**src/rtl/qam_sym_mapper_pkg.sv**
```systemverilog
// Shared types and helpers for the QAM symbol mapper.
package qam_sym_mapper_pkg;

  // Depth of the bit buffer between the byte input and the symbol extractor.
  localparam int unsigned SYM_BUF_BITS = 14;

  typedef enum logic [1:0] {
    QPSK  = 2'd0,
    QAM16 = 2'd1,
    QAM64 = 2'd2
  } qam_mode_t;

  // Bits consumed per symbol (k).
  function automatic logic [3:0] bits_per_sym(input qam_mode_t m);
    logic [3:0] k;
    case (m)
      QPSK:    k = 4'd2;
      QAM64:   k = 4'd6;
      default: k = 4'd4;
    endcase
    return k;
  endfunction

  // Map the raw mode input onto a supported mode; code 3 and unsupported 64-QAM fall to 16-QAM.
  function automatic qam_mode_t decode_mode(input logic [1:0] m, input logic allow_64);
    qam_mode_t r;
    case (m)
      2'd0:    r = QPSK;
      2'd2:    r = allow_64 ? QAM64 : QAM16;
      default: r = QAM16;
    endcase
    return r;
  endfunction

  // Gray-to-binary for up to 3 bits; leading zeros leave narrower fields unchanged.
  function automatic logic [2:0] gray2bin(input logic [2:0] g);
    return {g[2], g[2] ^ g[1], g[2] ^ g[1] ^ g[0]};
  endfunction

endpackage

```
**src/rtl/qam_level_map.sv**
```systemverilog
// Combinational axis-level mapper: top-aligned 6-bit field -> signed odd-integer I/Q levels.
// QAM_GRAY_EN selects Gray-decoded axis fields; default is natural binary.
module qam_level_map
  import qam_sym_mapper_pkg::*;
(
  input  logic [5:0]        field_i,
  input  qam_mode_t         mode_i,
  output logic signed [3:0] lvl_i_o,
  output logic signed [3:0] lvl_q_o
);

  logic [2:0]        raw_i, raw_q;
  logic [2:0]        n_i, n_q;
  logic [3:0]        ofs;
  logic signed [4:0] full_i, full_q;

  // Split the field into the I (first half) and Q (second half) axis bits.
  always_comb begin
    raw_i = '0;
    raw_q = '0;
    ofs   = 4'd3;
    case (mode_i)
      QPSK: begin
        raw_i = {2'b00, field_i[5]};
        raw_q = {2'b00, field_i[4]};
        ofs   = 4'd1;
      end
      QAM64: begin
        raw_i = field_i[5:3];
        raw_q = field_i[2:0];
        ofs   = 4'd7;
      end
      default: begin
        raw_i = {1'b0, field_i[5:4]};
        raw_q = {1'b0, field_i[3:2]};
        ofs   = 4'd3;
      end
    endcase
  end

`ifdef QAM_GRAY_EN
  assign n_i = gray2bin(raw_i);
  assign n_q = gray2bin(raw_q);
`else
  assign n_i = raw_i;
  assign n_q = raw_q;
`endif

  // level = 2n - (2^b - 1), always within -7..+7
  always_comb begin
    full_i  = $signed({1'b0, n_i, 1'b0}) - $signed({1'b0, ofs});
    full_q  = $signed({1'b0, n_q, 1'b0}) - $signed({1'b0, ofs});
    lvl_i_o = full_i[3:0];
    lvl_q_o = full_q[3:0];
  end

endmodule

```
**src/rtl/qam_sym_mapper.sv**
```systemverilog
// Multi-mode QAM symbol mapper: bytes in over valid/ready, MSB-first k-bit symbols out as
// signed I/Q levels at the sample rate, with SPS-1 zero-stuffed samples per symbol.
// Build option: QAM_GRAY_EN (Gray-coded axis fields, handled in qam_level_map).
module qam_sym_mapper
  import qam_sym_mapper_pkg::*;
#(
  parameter int unsigned MOD_WIDTH = 4,
  parameter int unsigned SPS       = 4
) (
  input  logic                        sys_clk,
  input  logic                        sys_rst_n,
  input  logic [1:0]                  mode,
  input  logic [7:0]                  s_tdata,
  input  logic                        s_tvalid,
  output logic                        s_tready,
  input  logic                        sample_en,
  output logic signed [MOD_WIDTH-1:0] m_i,
  output logic signed [MOD_WIDTH-1:0] m_q,
  output logic                        m_valid,
  output logic                        m_zero,
  output logic                        underflow
);

  localparam int unsigned PhW = (SPS > 1) ? $clog2(SPS) : 1;
  localparam logic [PhW-1:0] PhLast = PhW'(SPS - 1);
  localparam logic Allow64 = (MOD_WIDTH >= 4);

  logic [SYM_BUF_BITS-1:0] buf_q, buf_d, buf_sh;
  logic [3:0]              cnt_q, cnt_d, cnt_sh;
  logic [PhW-1:0]          ph_q, ph_d;
  qam_mode_t               mode_q, mode_d;
  logic                    rdy_q;

  logic signed [MOD_WIDTH-1:0] m_i_q, m_i_d, m_q_q, m_q_d;
  logic                        m_valid_q, m_valid_d;
  logic                        m_zero_q, m_zero_d;
  logic                        underflow_q, underflow_d;

  logic [3:0]        k;
  logic              slot, ext, acc;
  logic signed [3:0] lvl_i, lvl_q;

  assign k        = bits_per_sym(mode_q);
  assign slot     = sample_en && (ph_q == '0);
  assign ext      = slot && (cnt_q >= k);
  // No combinational path from s_tvalid; the <=6 limit guarantees room for a full byte.
  assign s_tready = rdy_q && (cnt_q <= 4'd6);
  assign acc      = s_tvalid && s_tready;

  qam_level_map u_level_map (
    .field_i (buf_q[SYM_BUF_BITS-1 -: 6]),
    .mode_i  (mode_q),
    .lvl_i_o (lvl_i),
    .lvl_q_o (lvl_q)
  );

  // Buffer/count/phase/mode next state: extract from the top first, then append below.
  always_comb begin
    buf_sh = ext ? (buf_q << k) : buf_q;
    cnt_sh = ext ? (cnt_q - k) : cnt_q;
    buf_d  = buf_sh;
    cnt_d  = cnt_sh;
    if (acc) begin
      buf_d = buf_sh | (SYM_BUF_BITS'(s_tdata) << (4'd6 - cnt_sh));
      cnt_d = cnt_sh + 4'd8;
    end
    ph_d = ph_q;
    if (sample_en) begin
      ph_d = (ph_q == PhLast) ? '0 : ph_q + PhW'(1);
    end
    // Only switch modes with an empty buffer so residual bits keep their packing mode.
    mode_d = mode_q;
    if (slot && (cnt_q == 4'd0)) begin
      mode_d = decode_mode(mode, Allow64);
    end
  end

  // Output sample next state; data holds between sample ticks, valid/underflow pulse.
  always_comb begin
    m_i_d       = m_i_q;
    m_q_d       = m_q_q;
    m_zero_d    = m_zero_q;
    m_valid_d   = 1'b0;
    underflow_d = 1'b0;
    if (sample_en) begin
      m_valid_d   = 1'b1;
      m_i_d       = ext ? MOD_WIDTH'(lvl_i) : '0;
      m_q_d       = ext ? MOD_WIDTH'(lvl_q) : '0;
      m_zero_d    = !ext;
      underflow_d = slot && !ext;
    end
  end

  // State and output registers.
  always_ff @(posedge sys_clk or negedge sys_rst_n) begin
    if (!sys_rst_n) begin
      buf_q       <= '0;
      cnt_q       <= '0;
      ph_q        <= '0;
      mode_q      <= QAM16;
      rdy_q       <= 1'b0;
      m_i_q       <= '0;
      m_q_q       <= '0;
      m_valid_q   <= 1'b0;
      m_zero_q    <= 1'b0;
      underflow_q <= 1'b0;
    end else begin
      buf_q       <= buf_d;
      cnt_q       <= cnt_d;
      ph_q        <= ph_d;
      mode_q      <= mode_d;
      rdy_q       <= 1'b1;
      m_i_q       <= m_i_d;
      m_q_q       <= m_q_d;
      m_valid_q   <= m_valid_d;
      m_zero_q    <= m_zero_d;
      underflow_q <= underflow_d;
    end
  end

  assign m_i       = m_i_q;
  assign m_q       = m_q_q;
  assign m_valid   = m_valid_q;
  assign m_zero    = m_zero_q;
  assign underflow = underflow_q;

endmodule

```
**config.mk**
```make
export PLATFORM = sky130hd
export DESIGN_NAME = qam_sym_mapper
export DESIGN_NICKNAME = d
export VERILOG_FILES = /design/src/rtl/qam_sym_mapper_pkg.sv /design/src/rtl/qam_level_map.sv /design/src/rtl/qam_sym_mapper.sv
export SDC_FILE = /design/constraint.sdc
export NUM_CORES = 1
export LEC_CHECK = 0
export ABC_AREA = 1
export CAP_MARGIN = 20
export CORE_MARGIN = 2
export CORE_UTILIZATION = 42
export DETAILED_ROUTE_END_ITERATION = 8
export PLACE_DENSITY = 0.75
export SLEW_MARGIN = 25
export SYNTH_ARGS = -nofsm -noshare
export SYNTH_HDL_FRONTEND = slang
export SYNTH_SLANG_ARGS = --single-unit
```
**constraint.sdc**
```tcl
create_clock -name sys_clk -period 5.2 [get_ports sys_clk]
set_input_delay 1.04 -clock sys_clk [delete_from_list [all_inputs] [get_ports sys_clk]]
set_output_delay 1.04 -clock sys_clk [all_outputs]
set_load 0.05 [all_outputs]
```
==> results.sh, run 1 <==
export IMPL_path_clk_slew_ns=0.06
export IMPL_diodes=0
export IMPL_synthesis_nets=289
export IMPL_initial_core_util=0.434
export IMPL_syn_to_final_growth_pct=17.6
export IMPL_final_hold_violation_count=0
export IMPL_startpoint_type="input port"
export IMPL_synth_simple_gate_area_frac=0.280
export IMPL_status="complete, no violations"
export IMPL_cp_cell_sequence="clkdlybuf4s50_1 > nand2_1 > inv_1 > nand2_4 > inv_2 > nand3_1 > nand2_2 > inv_2 > nand3_1 > nand2_1 > nand2_1 > nand2_1"
export IMPL_setup_tns_ns=0
export IMPL_worst_slew_pin_slew_ns=0.541
export IMPL_io_buffer_count=25
export IMPL_worst_slew_margin_rel=0.639
export IMPL_critical_path_class="input port to flop"
export IMPL_yosysWarnings=0
export IMPL_die_y_um=73.6
export IMPL_critPathTopFamily="buffers and inverters"
export IMPL_multi_input_area_um2=1020
export IMPL_synth_compound_area_share=0.168
export IMPL_grt_total_usage=0.179
export IMPL_rsz0062_at_grt="no"
export IMPL_drt_first_pass_iters=4
export IMPL_grt_pass1_vias=1660
export IMPL_crit_slowest_cell="clkdlybuf4s50_1"
export IMPL_htree_levels=2
export IMPL_crit_buf_inv=4
export IMPL_worstSkewPairLatency_ns=0.28
export IMPL_muxShareOfSynthArea=0
export IMPL_ys_types=34
export IMPL_drive_gt1_frac=0.105
export IMPL_gr_total_overflow=0
export IMPL_syn_area_um2=2040
export IMPL_end_kind="flop"
export IMPL_fill_cells=466
export IMPL_ir_worst_vdd_mv=0.253
export IMPL_power_per_cell_area_nw_per_um2=655
export IMPL_synthXorXnorAreaFrac=0.00860
export IMPL_required_ns=5.37
export IMPL_antenna_found_initial=0
export IMPL_via_per_inst=5.30
export IMPL_clock_path_buffers=2
export IMPL_power_mw=1.57
export IMPL_nets=314
export IMPL_dp_slack_ns=2.01
export IMPL_fp_coreArea_um2=4690
export IMPL_ys_seq_elements=32
export IMPL_crit_top_cell="nand2_1"
export IMPL_fin_worst_skew_ns=0.00354
export IMPL_syn_avg_cell_area_um2=7.57
export IMPL_slew_viol_final=0
export IMPL_cts_hold_buf=0
export IMPL_die_area_um2=5420
export IMPL_vias=1849
export IMPL_synth_adder_area_share=0.0443
export IMPL_drc=0
export IMPL_gp_congestion=0.935
export IMPL_syn_inst=269
export IMPL_pin_count=26
export IMPL_ctsResizeCount=0
export IMPL_avgRoutedWirePerCell_um=12.3
export IMPL_rows=25
export IMPL_max_freq_mhz=338
export IMPL_maxCapViolCount=0
export IMPL_worstHoldPathType="flop to flop"
export IMPL_post_route_min_period_ns=2.96
export IMPL_clock_sinks=32
export IMPL_crit_arrival_ns=3.12
export IMPL_cts_root_buffer="clkbuf_8"
export IMPL_worst_slack_ns=2.24
export IMPL_postCtsSetupRepairBufs=0
export IMPL_grt_max_degree=33
export IMPL_dpl_hpwl_um=3250
export IMPL_synth_top_family_by_area="simple AND/OR/NAND/NOR gates"
export IMPL_seq_area_um2=802
export IMPL_cts_made_buffers=5
export IMPL_grt_pass1_wl_um=7530
export IMPL_cts_tree="built"
export IMPL_drt_iter0_markers=193
export IMPL_setup_viol=0
export IMPL_ant_nets=0
export IMPL_synth_seq_area_share=0.394
export IMPL_power_leakage_nw=1.13
export IMPL_cp_max_fo=25
export IMPL_routed_wl_um=4300
export IMPL_timing_final_crit_share=0.569
export IMPL_die_width_um=73.6
export IMPL_slowest_delay_ns=0.59
flip-flops by register name, indices dropped and copies added (netlist names):
name,count
m_valid,1
m_zero,1
mode_q,2
m_i,4
cnt_q,3
buf_q,14
rdy_q,1
underflow,1
m_q,3
ph_q,2
kinds of logic (layout without fill, tap and decap cells):
group,count (synthesis),after routing
xor gates and xnor gates,2,2
DFF,32,32
adders and majority gates,6,6
and+or+nand+nor,124,124
buffers and inverters,49,75
AOI/OAI and AO/OA,55,55
other,1,1
worst min-delay path, cell delays in order, from the launching register on:
cell and delay, ns:
dfrtp_1 0.34, nand2_1 0.05, o21ai_0 0.06
metal layers:
metal | global-route usage | vias to the layer above | wire (µm)
li1 | - | 924 | -
met1 | 0.244 | 858 | 2020
met2 | 0.288 | 63 | 1990
met3 | 0.0370 | 4 | 254
met4 | 0.0545 | 0 | 34
met5 | 0 | - | 0
synthesized netlist by cell type (all sizes together):
master | n | area (µm²)
inv | 41 | 154
nand2 | 82 | 348
o221ai | 1 | 8.76
xor2 | 2 | 17.5
nor2 | 15 | 71.3
o21ai | 23 | 130
nand3 | 25 | 138
ha | 4 | 50.1
a22oi | 2 | 15.0
a21oi | 9 | 52.6
dfstp | 1 | 26.3
a31o | 1 | 8.76
nand4 | 1 | 6.26
nor4 | 1 | 6.26
o22ai | 12 | 75.1
buf | 7 | 52.5
clkbuf | 1 | 3.75
o31ai | 2 | 15.0
dfrtp | 31 | 776
o211ai | 5 | 37.5
conb | 1 | 3.75
fa | 2 | 40.0
stage by stage:
| stage | hold slack, ns | instances | util | cell area [µm²] |
|---|---|---|---|---|
| 6_report | 0.481 | 349 | 0.510 | 2390 |
| 5_1_grt | 0.500 | 349 | 0.510 | 2390 |
| 4_1_cts | 0.487 | 349 | 0.510 | 2390 |
| 3_5_place_dp | 0.472 | 341 | 0.491 | 2300 |
| 3_3_place_gp | 0.468 | 341 | 0.491 | 2300 |
| 2_1_floorplan | 0.510 | 269 | - | 2040 |
cell type report:
| type | instances | area share |
|---|---|---|
| clock buffers | 8 | 0.0376 |
| inverters | 41 | 0.0643 |
| multi-input cells | 188 | 0.427 |
| flip-flops and latches | 32 | 0.335 |
| well taps | 54 | 0.0282 |
| repair buffers | 26 | 0.108 |
layout by cell type, fill, tap and decap left out, types with 3 or more instances in the layout:
master,netlist,final
dfrtp_1,31,31
nand2_2,7,7
o22ai_1,12,12
nand2_1,72,72
nor2_2,3,3
ha_1,4,4
clkdlybuf4s50_1,0,25
o211ai_1,5,5
inv_1,38,38
nand3_1,24,24
inv_2,3,3
nor2_1,11,11
nand2_4,3,3
o21ai_0,19,19
a21oi_1,7,7
clkbuf_8,0,6
report_power, final:
part	internal, mW	leakage [nW]	switching, mW
clock	0.108	0.0455	0.0832
combinational	0.313	0.688	0.623
sequential	0.359	0.396	0.0824
final timing paths:
path / start / end / slack [ns] / cells after the start
worst max-delay path: sample_en / buf_q[10] / 2.24 / 12
worst min register to register: m_q[3] / m_q[3] / 0.48 / 2
min in group asynchronous: sys_rst_n / ph_q[0] / 1.15 / 2
worst min-delay path: m_q[3] / m_q[3] / 0.48 / 2
worst max register to register: mode_q[0] / buf_q[10] / 2.51 / 15
max in group asynchronous: sys_rst_n / mode_q[0] / 3.71 / 2
Note: power is estimated with default switching activity, not from simulation.
==> run 2, diff against run 1 <==
clock period = 2.8 ns   (was 5.2 ns; I/O delays follow)
==> run 2 against run 1 <==
Non-clock buffer count increased by 3. Core utilization increased by 0.48 points. Via count decreased by 0.97%. Cell area increased by 0.94%. Clock skew increased by 0.0012 ns. Total power increased by 88%. Sequential share of layout area decreased by 0.31 points. Register-to-register slack got worse by 2.1 ns. Critical endpoint is now buf_q[5]. Flip-flop and latch count unchanged.
==> results.sh, run 2 (synthesis gave the netlist of run 1 again) <==
export IMPL_fill_cells=470
export IMPL_place_area_um2=2330
export IMPL_grt_pass1_wl_um=7860
export IMPL_dp_slack_ns=0.351
export IMPL_grt_total_usage=0.192
export IMPL_power_per_cell_area_nw_per_um2=1220
export IMPL_crit_top_cell="nand2_1"
export IMPL_layout_commonest_cell="nand2_1"
export IMPL_worst_slack_ns=0.374
export IMPL_cp_cell_sequence="inv_2 > ha_1 > inv_1 > nand2_1 > nand2_2 > nand2_4 > nand2_4 > nand2_2 > nand2_2 > nand2_1 > nand3_1 > nand2_1 > nand2_1 > o211ai_1"
export IMPL_path_clk_slew_ns=0.06
export IMPL_multi_input_area_um2=1020
export IMPL_layout_common_cells="nand2_1, inv_1, dfrtp_1"
export IMPL_antenna_found_initial=0
export IMPL_final_hold_violation_count=0
export IMPL_max_freq_mhz=412
export IMPL_power_leakage_nw=1.14
export IMPL_worstSkewPairLatency_ns=0.29
export IMPL_avgRoutedWirePerCell_um=12.5
export IMPL_routed_wl_um=4420
export IMPL_ir_worst_vdd_mv=0.554
export IMPL_die_width_um=73.6
export IMPL_end_kind="flop"
export IMPL_ctsResizeCount=0
export IMPL_setup_tns_ns=0
export IMPL_cp_max_fo=17
export IMPL_diodes=0
export IMPL_fp_coreArea_um2=4690
export IMPL_gp_congestion=0.899
export IMPL_gr_total_overflow=0
export IMPL_rows=25
export IMPL_die_area_um2=5420
export IMPL_slew_viol_final=0
export IMPL_crit_arrival_ns=2.59
export IMPL_seq_area_um2=802
export IMPL_ant_nets=0
export IMPL_via_per_inst=5.20
export IMPL_worstHoldPathType="flop to flop"
export IMPL_htree_levels=2
export IMPL_die_y_um=73.6
export IMPL_drt_iter0_markers=130
export IMPL_io_buffer_count=25
export IMPL_crit_slowest_cell="dfstp_2"
export IMPL_maxCapViolCount=0
export IMPL_initial_core_util=0.434
export IMPL_clock_path_buffers=2
export IMPL_final_core_util=0.515
export IMPL_vias=1831
export IMPL_setup_viol=0
export IMPL_slowest_delay_ns=0.66
export IMPL_clock_sinks=32
export IMPL_drive_gt1_frac=0.114
export IMPL_postCtsSetupRepairBufs=0
export IMPL_placed_cells=344
export IMPL_largest_reg_flops=14
export IMPL_fin_worst_skew_ns=0.00471
export IMPL_pin_count=26
export IMPL_grt_pass1_vias=1689
export IMPL_fin_cells=352
export IMPL_status="complete, no violations"
export IMPL_critical_path_class="flop to flop"
export IMPL_stdcell_area_um2=2420
export IMPL_rsz0062_at_grt="no"
export IMPL_required_ns=2.97
export IMPL_syn_to_final_growth_pct=18.7
export IMPL_drc=0
export IMPL_cts_made_buffers=5
export IMPL_startpoint_type="flop"
export IMPL_post_route_min_period_ns=2.43
export IMPL_max_flop_register="buf_q"
export IMPL_nets=317
export IMPL_cts_root_buffer="clkbuf_8"
export IMPL_grt_max_degree=33
export IMPL_drt_first_pass_iters=4
export IMPL_timing_final_crit_share=0.866
export IMPL_cts_tree="built"
export IMPL_cts_hold_buf=0
export IMPL_dpl_hpwl_um=3440
-- run 2: changes by cell type in the layout (fill, tap and decap cells not counted) --
cell / delta
buf_4: +3
-- run 2: worst paths after layout --
check,slack [ns],cells after the start,end,startpoint
setup / recovery,0.37,14,buf_q[5],mode_q[0]
hold / removal,0.48,2,m_q[3],m_q[3]
setup reg to reg,0.37,14,buf_q[5],mode_q[0]
hold reg to reg,0.48,2,m_q[3],m_q[3]
max in group asynchronous,1.81,2,mode_q[0],sys_rst_n
min in group asynchronous,0.67,2,cnt_q[3],sys_rst_n
-- run 2: area by class of cell --
cell class / instances / area share
Multi-Input combinational cell: 188 / 0.423
Sequential cell: 32 / 0.332
Timing Repair Buffer: 29 / 0.116
Inverter: 41 / 0.0637
Clock buffer: 8 / 0.0373
Tap cell: 54 / 0.0280
-- run 2: report_power, final --
part | leakage (nW) | switching (mW) | total (mW) | internal [mW]
combinational | 0.702 | 1.15 | 1.76 | 0.608
sequential | 0.396 | 0.158 | 0.824 | 0.666
clock | 0.0455 | 0.164 | 0.364 | 0.200
-- run 2: per-layer routing --
layer | GRT usage | vias to the layer above | part of all wire
met1 | 0.251 | 837 | 0.46
li1 | - | 931 | -
met4 | 0.0889 | 0 | 0.027
met2 | 0.299 | 50 | 0.46
met3 | 0.0480 | 13 | 0.048
met5 | 0 | - | 0
-- run 2: through the flow --
step	total power, mW	hold WS, ns
2_1_floorplan	2.20	0.264
3_3_place_gp	2.55	0.468
3_5_place_dp	2.59	0.471
4_1_cts	2.96	0.487
5_1_grt	3.24	0.503
6_report	2.95	0.478
-- run 2: critical path: cells and delay by family, from the launching register on --
kind / cells / cell delay, ns
buffers and inverters: 2 / 0.23
DFF: 1 / 0.66
AOI/OAI and AO/OA: 1 / 0.09
and+or+nand+nor: 10 / 0.98
adders and majority gates: 1 / 0.32
